`src/rtl/opb_register_bank_ppc2simulink.sv`:
```
// OPB slave register bank: up to 16 software-written 32-bit control words for user logic,
// with optional shadow registers that are copied to the outputs together on a commit write.

module opb_register_bank_ppc2simulink_chk #(
  parameter int N = 4
) (
  input logic         clk,
  input logic         rst_n,
  input logic         xfer_ack,
  input logic         err_ack,
  input logic         commit,
  input logic [31:0]  dbus,
  input logic [N-1:0] strobe
);

  ack_single: assert property (@(posedge clk) disable iff (!rst_n) xfer_ack |=> !xfer_ack);
  err_qual:   assert property (@(posedge clk) disable iff (!rst_n) err_ack |-> xfer_ack);
  dbus_idle:  assert property (@(posedge clk) disable iff (!rst_n) !xfer_ack |-> (dbus == 32'h0));
  commit_all: assert property (@(posedge clk) disable iff (!rst_n) commit |-> (&strobe));

endmodule

module opb_register_bank_ppc2simulink #(
  parameter logic [31:0] C_BASEADDR    = 32'h0000_0000,
  parameter logic [31:0] C_HIGHADDR    = 32'h0000_00FF,
  parameter int          C_OPB_AWIDTH  = 32,
  parameter int          C_OPB_DWIDTH  = 32,
  parameter int          C_NUM_REGS    = 4,
  parameter int          C_SHADOWED    = 0,
  parameter logic [31:0] C_RESET_VALUE = 32'h0000_0000
) (
  input  logic                      OPB_Clk,
  input  logic                      OPB_Rst_n,
  input  logic [0:C_OPB_AWIDTH-1]   OPB_ABus,
  input  logic [0:3]                OPB_BE,
  input  logic [0:C_OPB_DWIDTH-1]   OPB_DBus,
  input  logic                      OPB_RNW,
  input  logic                      OPB_select,
  input  logic                      OPB_seqAddr,
  output logic [0:C_OPB_DWIDTH-1]   Sl_DBus,
  output logic                      Sl_xferAck,
  output logic                      Sl_errAck,
  output logic                      Sl_retry,
  output logic                      Sl_toutSup,
  output logic [32*C_NUM_REGS-1:0]  user_data_out,
  output logic [C_NUM_REGS-1:0]     user_wr_strobe,
  output logic                      user_commit
);

  localparam logic [31:0] SPAN     = C_HIGHADDR - C_BASEADDR;
  localparam logic [29:0] NUM_W    = 30'(C_NUM_REGS);
  localparam bit          SHADOWED = (C_SHADOWED != 0);

  typedef enum logic [1:0] {
    ST_IDLE = 2'd0,
    ST_ACK  = 2'd1,
    ST_HOLD = 2'd2
  } state_t;

  state_t state_r;
  state_t state_s;

  logic [31:0] addr_s;
  logic [31:0] offset_s;
  logic [31:0] wdata_s;
  logic [29:0] word_s;
  logic        hit_s;
  logic        mapped_s;
  logic        commit_word_s;
  logic        capture_s;
  logic        do_write_s;
  logic        do_commit_s;
  logic [31:0] rd_word_s;

  logic [31:0] reg_r    [C_NUM_REGS];
  logic [31:0] shadow_r [C_NUM_REGS];

  logic                  rnw_r;
  logic                  mapped_r;
  logic                  commit_word_r;
  logic [4:0]            widx_r;
  logic [31:0]           dbus_r;
  logic                  xfer_ack_r;
  logic                  err_ack_r;
  logic                  commit_r;
  logic [C_NUM_REGS-1:0] strobe_r;
  logic                  unused_s;

  // Byte-lane merge: BE[0] selects the most significant byte of the word.
  function automatic logic [31:0] merge_bytes(input logic [31:0] old_v,
                                              input logic [31:0] new_v,
                                              input logic [0:3]  be);
    logic [31:0] res;
    res = old_v;
    for (int b = 0; b < 4; b++) begin
      if (be[b]) begin
        res[31-8*b -: 8] = new_v[31-8*b -: 8];
      end else begin
        res[31-8*b -: 8] = old_v[31-8*b -: 8];
      end
    end
    return res;
  endfunction

  assign addr_s        = OPB_ABus;
  assign wdata_s       = OPB_DBus;
  // Subtracting the base first lets a single unsigned compare cover both window edges.
  assign offset_s      = addr_s - C_BASEADDR;
  assign word_s        = offset_s[31:2];
  assign hit_s         = OPB_select && (offset_s <= SPAN);
  assign mapped_s      = (word_s < NUM_W);
  assign commit_word_s = SHADOWED && (word_s == NUM_W);
  assign capture_s     = (state_r == ST_IDLE) && hit_s;
  assign do_write_s    = (state_r == ST_ACK) && !rnw_r && mapped_r;
  assign do_commit_s   = (state_r == ST_ACK) && !rnw_r && commit_word_r && wdata_s[0] && OPB_BE[3];
  assign unused_s      = &{1'b0, OPB_seqAddr, offset_s[1:0]};

  // Read-data mux: software sees the shadow copy when shadowing is enabled.
  always_comb begin
    rd_word_s = 32'h0000_0000;
    for (int k = 0; k < C_NUM_REGS; k++) begin
      rd_word_s = rd_word_s |
                  ((word_s == 30'(k)) ? (SHADOWED ? shadow_r[k] : reg_r[k]) : 32'h0000_0000);
    end
  end

  // Transfer FSM state register.
  always_ff @(posedge OPB_Clk) begin
    if (!OPB_Rst_n) begin
      state_r <= ST_IDLE;
    end else begin
      state_r <= state_s;
    end
  end

  // Transfer FSM next state; HOLD swallows the cycle in which the master drops select.
  always_comb begin
    state_s = state_r;
    case (state_r)
      ST_IDLE: begin
        if (hit_s) begin
          state_s = ST_ACK;
        end else begin
          state_s = ST_IDLE;
        end
      end
      ST_ACK:  state_s = ST_HOLD;
      ST_HOLD: state_s = ST_IDLE;
      default: state_s = ST_IDLE;
    endcase
  end

  // Capture the decoded request on a hit so the ACK cycle does not depend on a live decode.
  always_ff @(posedge OPB_Clk) begin
    if (!OPB_Rst_n) begin
      rnw_r         <= 1'b0;
      mapped_r      <= 1'b0;
      commit_word_r <= 1'b0;
      widx_r        <= 5'd0;
    end else if (capture_s) begin
      rnw_r         <= OPB_RNW;
      mapped_r      <= mapped_s;
      commit_word_r <= commit_word_s;
      widx_r        <= word_s[4:0];
    end else begin
      rnw_r         <= rnw_r;
      mapped_r      <= mapped_r;
      commit_word_r <= commit_word_r;
      widx_r        <= widx_r;
    end
  end

  // Registered OPB response: ack, error and read data appear in the cycle after the hit.
  always_ff @(posedge OPB_Clk) begin
    if (!OPB_Rst_n) begin
      xfer_ack_r <= 1'b0;
      err_ack_r  <= 1'b0;
      dbus_r     <= 32'h0000_0000;
    end else if (capture_s) begin
      xfer_ack_r <= 1'b1;
      err_ack_r  <= !mapped_s && !commit_word_s;
      dbus_r     <= (OPB_RNW && mapped_s) ? rd_word_s : 32'h0000_0000;
    end else begin
      xfer_ack_r <= 1'b0;
      err_ack_r  <= 1'b0;
      dbus_r     <= 32'h0000_0000;
    end
  end

  // Register bank, shadows, per-word strobes and the commit pulse.
  always_ff @(posedge OPB_Clk) begin
    if (!OPB_Rst_n) begin
      for (int k = 0; k < C_NUM_REGS; k++) begin
        reg_r[k]    <= C_RESET_VALUE;
        shadow_r[k] <= C_RESET_VALUE;
      end
      strobe_r <= {C_NUM_REGS{1'b0}};
      commit_r <= 1'b0;
    end else begin
      strobe_r <= {C_NUM_REGS{1'b0}};
      commit_r <= do_commit_s;
      for (int k = 0; k < C_NUM_REGS; k++) begin
        if (do_commit_s) begin
          reg_r[k]    <= shadow_r[k];
          strobe_r[k] <= 1'b1;
        end else if (do_write_s && (widx_r == 5'(k))) begin
          // Immediate mode strobes even when no byte lane is enabled.
          if (SHADOWED) begin
            shadow_r[k] <= merge_bytes(shadow_r[k], wdata_s, OPB_BE);
          end else begin
            reg_r[k]    <= merge_bytes(reg_r[k], wdata_s, OPB_BE);
            strobe_r[k] <= 1'b1;
          end
        end else begin
          reg_r[k]    <= reg_r[k];
          shadow_r[k] <= shadow_r[k];
        end
      end
    end
  end

  for (genvar g = 0; g < C_NUM_REGS; g++) begin : g_out
    assign user_data_out[32*g +: 32] = reg_r[g];
  end

  assign Sl_DBus        = dbus_r;
  assign Sl_xferAck     = xfer_ack_r;
  assign Sl_errAck      = err_ack_r;
  assign Sl_retry       = 1'b0;
  assign Sl_toutSup     = 1'b0;
  assign user_wr_strobe = strobe_r;
  assign user_commit    = commit_r;

  opb_register_bank_ppc2simulink_chk #(
    .N(C_NUM_REGS)
  ) u_chk (
    .clk      (OPB_Clk),
    .rst_n    (OPB_Rst_n),
    .xfer_ack (xfer_ack_r),
    .err_ack  (err_ack_r),
    .commit   (commit_r),
    .dbus     (dbus_r),
    .strobe   (strobe_r)
  );

endmodule

```
`config.mk`:
```
export PLATFORM = sky130hd
export DESIGN_NAME = opb_register_bank_ppc2simulink
export DESIGN_NICKNAME = d
export VERILOG_FILES = /design/src/rtl/opb_register_bank_ppc2simulink.sv
export SDC_FILE = /design/constraint.sdc
export NUM_CORES = 1
export LEC_CHECK = 0
export ABC_CLOCK_PERIOD_IN_PS = 3200
export CORE_AREA = 2 2 194 148
export DETAILED_ROUTE_END_ITERATION = 8
export DIE_AREA = 0 0 196 150
export SLEW_MARGIN = 15
export SYNTH_ARGS = -nofsm -noshare
export SYNTH_HDL_FRONTEND = slang
export SYNTH_SLANG_ARGS = --single-unit
```
`constraint.sdc`:
```
create_clock -name OPB_Clk -period 3.2 [get_ports OPB_Clk]
set_input_delay 0.32 -clock OPB_Clk [delete_from_list [all_inputs] [get_ports OPB_Clk]]
set_output_delay 0.32 -clock OPB_Clk [all_outputs]
set_load 0.01 [all_outputs]
```
==> impl_metrics.env <==
export IMPL_mostFrequentLayoutCell="clkdlybuf4s50_1"
export IMPL_hpwlAfterDp_um=14200
export IMPL_ys_flop_type="edfxtp_1"
export IMPL_grt_overflow=0
export IMPL_die_x_um=196
export IMPL_seq_area_frac_synth_pct=67.4
export IMPL_portBuffers=235
export IMPL_insertion_delay_ns=0.43
export IMPL_synthDistinctLibCells=29
export IMPL_cts_setup_buffers=0
export IMPL_grt_use_total_pct=14.0
export IMPL_detail_route_antenna_nets=0
export IMPL_via_per_inst=4.17
export IMPL_grt_pass1_vias=4852
export IMPL_ys_warn_count=0
export IMPL_crit_type="flop to flop"
export IMPL_rows=53
export IMPL_dieArea_um2=29400
export IMPL_synth_edf_count=128
export IMPL_drv_cap=0
export IMPL_power_frac_comb_pct=11.6
export IMPL_cts_buffer_depth=2
export IMPL_fin_setup_tns_ns=0
export IMPL_crit_fanout=8
export IMPL_cts_tree="built"
export IMPL_fmax_mhz=473
export IMPL_synth_async_reset_ratio_pct=0
export IMPL_routedWlPerCell_um=18.2
export IMPL_ir_drop_mv=0.346
export IMPL_ios=242
export IMPL_syn_area_um2=7070
export IMPL_diodes=0
export IMPL_slew_limit_headroom_pct=34.6
export IMPL_tightest_slew_ns=0.981
export IMPL_ys_ff_latch=174
export IMPL_power_total_mw=5.31
export IMPL_htreeDepth=4
export IMPL_ctsResizeCount=0
export IMPL_syn_inst=480
export IMPL_numClockSinks=174
export IMPL_die_height_um=150
export IMPL_area_growth_pct=48.8
export IMPL_whs_ns=0.416
export IMPL_root_buffer="clkbuf_16"
export IMPL_fin_crit_ns=2.11
export IMPL_clkPwrFrac_pct=39.6
export IMPL_grt_max_degree=46
export IMPL_intPower_mw=4.09
export IMPL_slew_violations=0
export IMPL_worstPathCellList="or4b_1, or3_1, o21a_1, nor2_1, buf_4"
export IMPL_syn_avg_cell_area_um2=14.7
export IMPL_endpoint_kind="flop"
export IMPL_leakagePower_nw=3.63
export IMPL_drive_gt1_share_pct=12.3
export IMPL_utilization_pct=38.1
export IMPL_sequentialPowerShare_pct=48.8
export IMPL_rsz0062_at_grt="false"
export IMPL_skew_ns=0.0122
export IMPL_initial_core_util_pct=25.6
export IMPL_drt_pass1_iter_count=4
export IMPL_cp_top_family="simple AND/OR/NAND/NOR gates"
export IMPL_final_cell_mix="232 x clkdlybuf4s50_1, 128 x edfxtp_1, 97 x and2_1"
export IMPL_gp_congestion=0.725
export IMPL_p_switching_mw=1.21
export IMPL_drc=0
export IMPL_numCtsBuffers=17
export IMPL_vias=4576
export IMPL_cp_slowest_cell="or4b_1"
export IMPL_arrival_ns=2.24
export IMPL_hold_viol=0
export IMPL_path_buf_inv=1
export IMPL_status="finished, final reports clean"
export IMPL_worst_path_largest_cell_delay_ns=0.46
export IMPL_antenna_found_initial=0
export IMPL_routed_wirelength_um=20000
export IMPL_postCtsHoldBufs=0
export IMPL_p_per_area_nw_per_um2=504
export IMPL_hp_class="primary input to flop"
export IMPL_sw_frac_of_total_pct=22.8
export IMPL_core_area_um2=27600
export IMPL_dr_first_iter_drc_count=168
export IMPL_grt_pass1_wl_um=30100
export IMPL_fin_crit_sh_pct=66.1
export IMPL_clk_pin_slew_ns=0.07
export IMPL_worstPathRequired_ns=3.32
export IMPL_start_kind="flop"
export IMPL_setup_violations=0
export IMPL_layout_nets=801
==> cell families (layout without fill, tap and decap cells) <==
logic type	after synthesis	in the layout	synth area share [%]
mux	39	39	11.2
buf+inv	37	296	2.21
other cells	1	3	0.0530
flops	174	174	67.4
compound gates	7	7	0.566
simple gates	222	222	18.6
==> power groups by stage <==
stage	Clock [mW]	Sequential (mW)	Combinational, mW
floorplan	0	2.68	0.206
global placement	0	2.64	0.624
detailed placement	0	2.64	0.625
CTS	2.16	2.59	0.627
global route	2.25	2.60	0.663
finish	2.10	2.59	0.615
==> per-layer routing <==
metal  part of all wire, %  track usage (%)  vias to the layer above
met4                  0.92             3.41                        0
met1                    45             17.6                     2221
li1                      -                -                     2194
met5                     0                0                        -
met2                    45             22.1                      146
met3                   8.7             6.18                       15
==> synth_stat cells (all sizes together) (4+ instances only) <==
cell	n	area [um2]
clkbuf	23	86.3
nand2	15	56.3
dfxtp	46	921
nor4	6	37.5
edfxtp	128	3840
buf	8	47.5
and2	97	607
nor2	22	82.6
o21ai	4	20.0
mux4	32	721
inv	6	22.5
mux2i	7	70.1
nor2b	64	400
==> metrics by stage <==
step	instance area, um2	std cells	setup slack [ns]
global placement	9930	1066	0.983
finish	10500	1098	1.09
CTS	10500	1098	1.04
detailed placement	9930	1066	0.985
global route	10500	1098	0.929
floorplan	7080	482	0.885
==> worst paths after layout <==
kind	from	end	slack [ns]	cells past startpoint
worst max-delay path	state_r[0]$_SDFF_PN0_	reg_r[0][26]$_SDFFCE_PN0P_	1.09	5
worst min-delay path	OPB_ABus[29]	widx_r[0]$_SDFFE_PN0P_	0.42	4
worst max register to register	state_r[0]$_SDFF_PN0_	reg_r[0][26]$_SDFFCE_PN0P_	1.09	5
worst min register to register	mapped_r$_SDFFE_PN0P_	mapped_r$_SDFFE_PN0P_	0.48	2
==> tightest hold or removal path, delay by kind of cell <==
family,cells,cell delay [ns]
simple gates,1,0.09
mux,1,0.06
buf+inv,2,0.32
==> flip-flops by register name, indices dropped and copies added, names as in the netlist <==
name            cells
rnw_r               1
Sl_errAck           1
Sl_DBus            32
state_r             2
mapped_r            1
user_wr_strobe      4
reg_r             128
widx_r              5
==> final cells by class <==
class / instances / area, um2
repair buffers: 258 / 2530
flip-flops and latches: 174 / 4760
multi-input cells: 271 / 2160
clock buffers: 19 / 453
fillers: 2645 / 17100
clock inverters: 13 / 139
well taps: 357 / 447
inverters: 6 / 22.5
(Power assumes the default switching activity.)
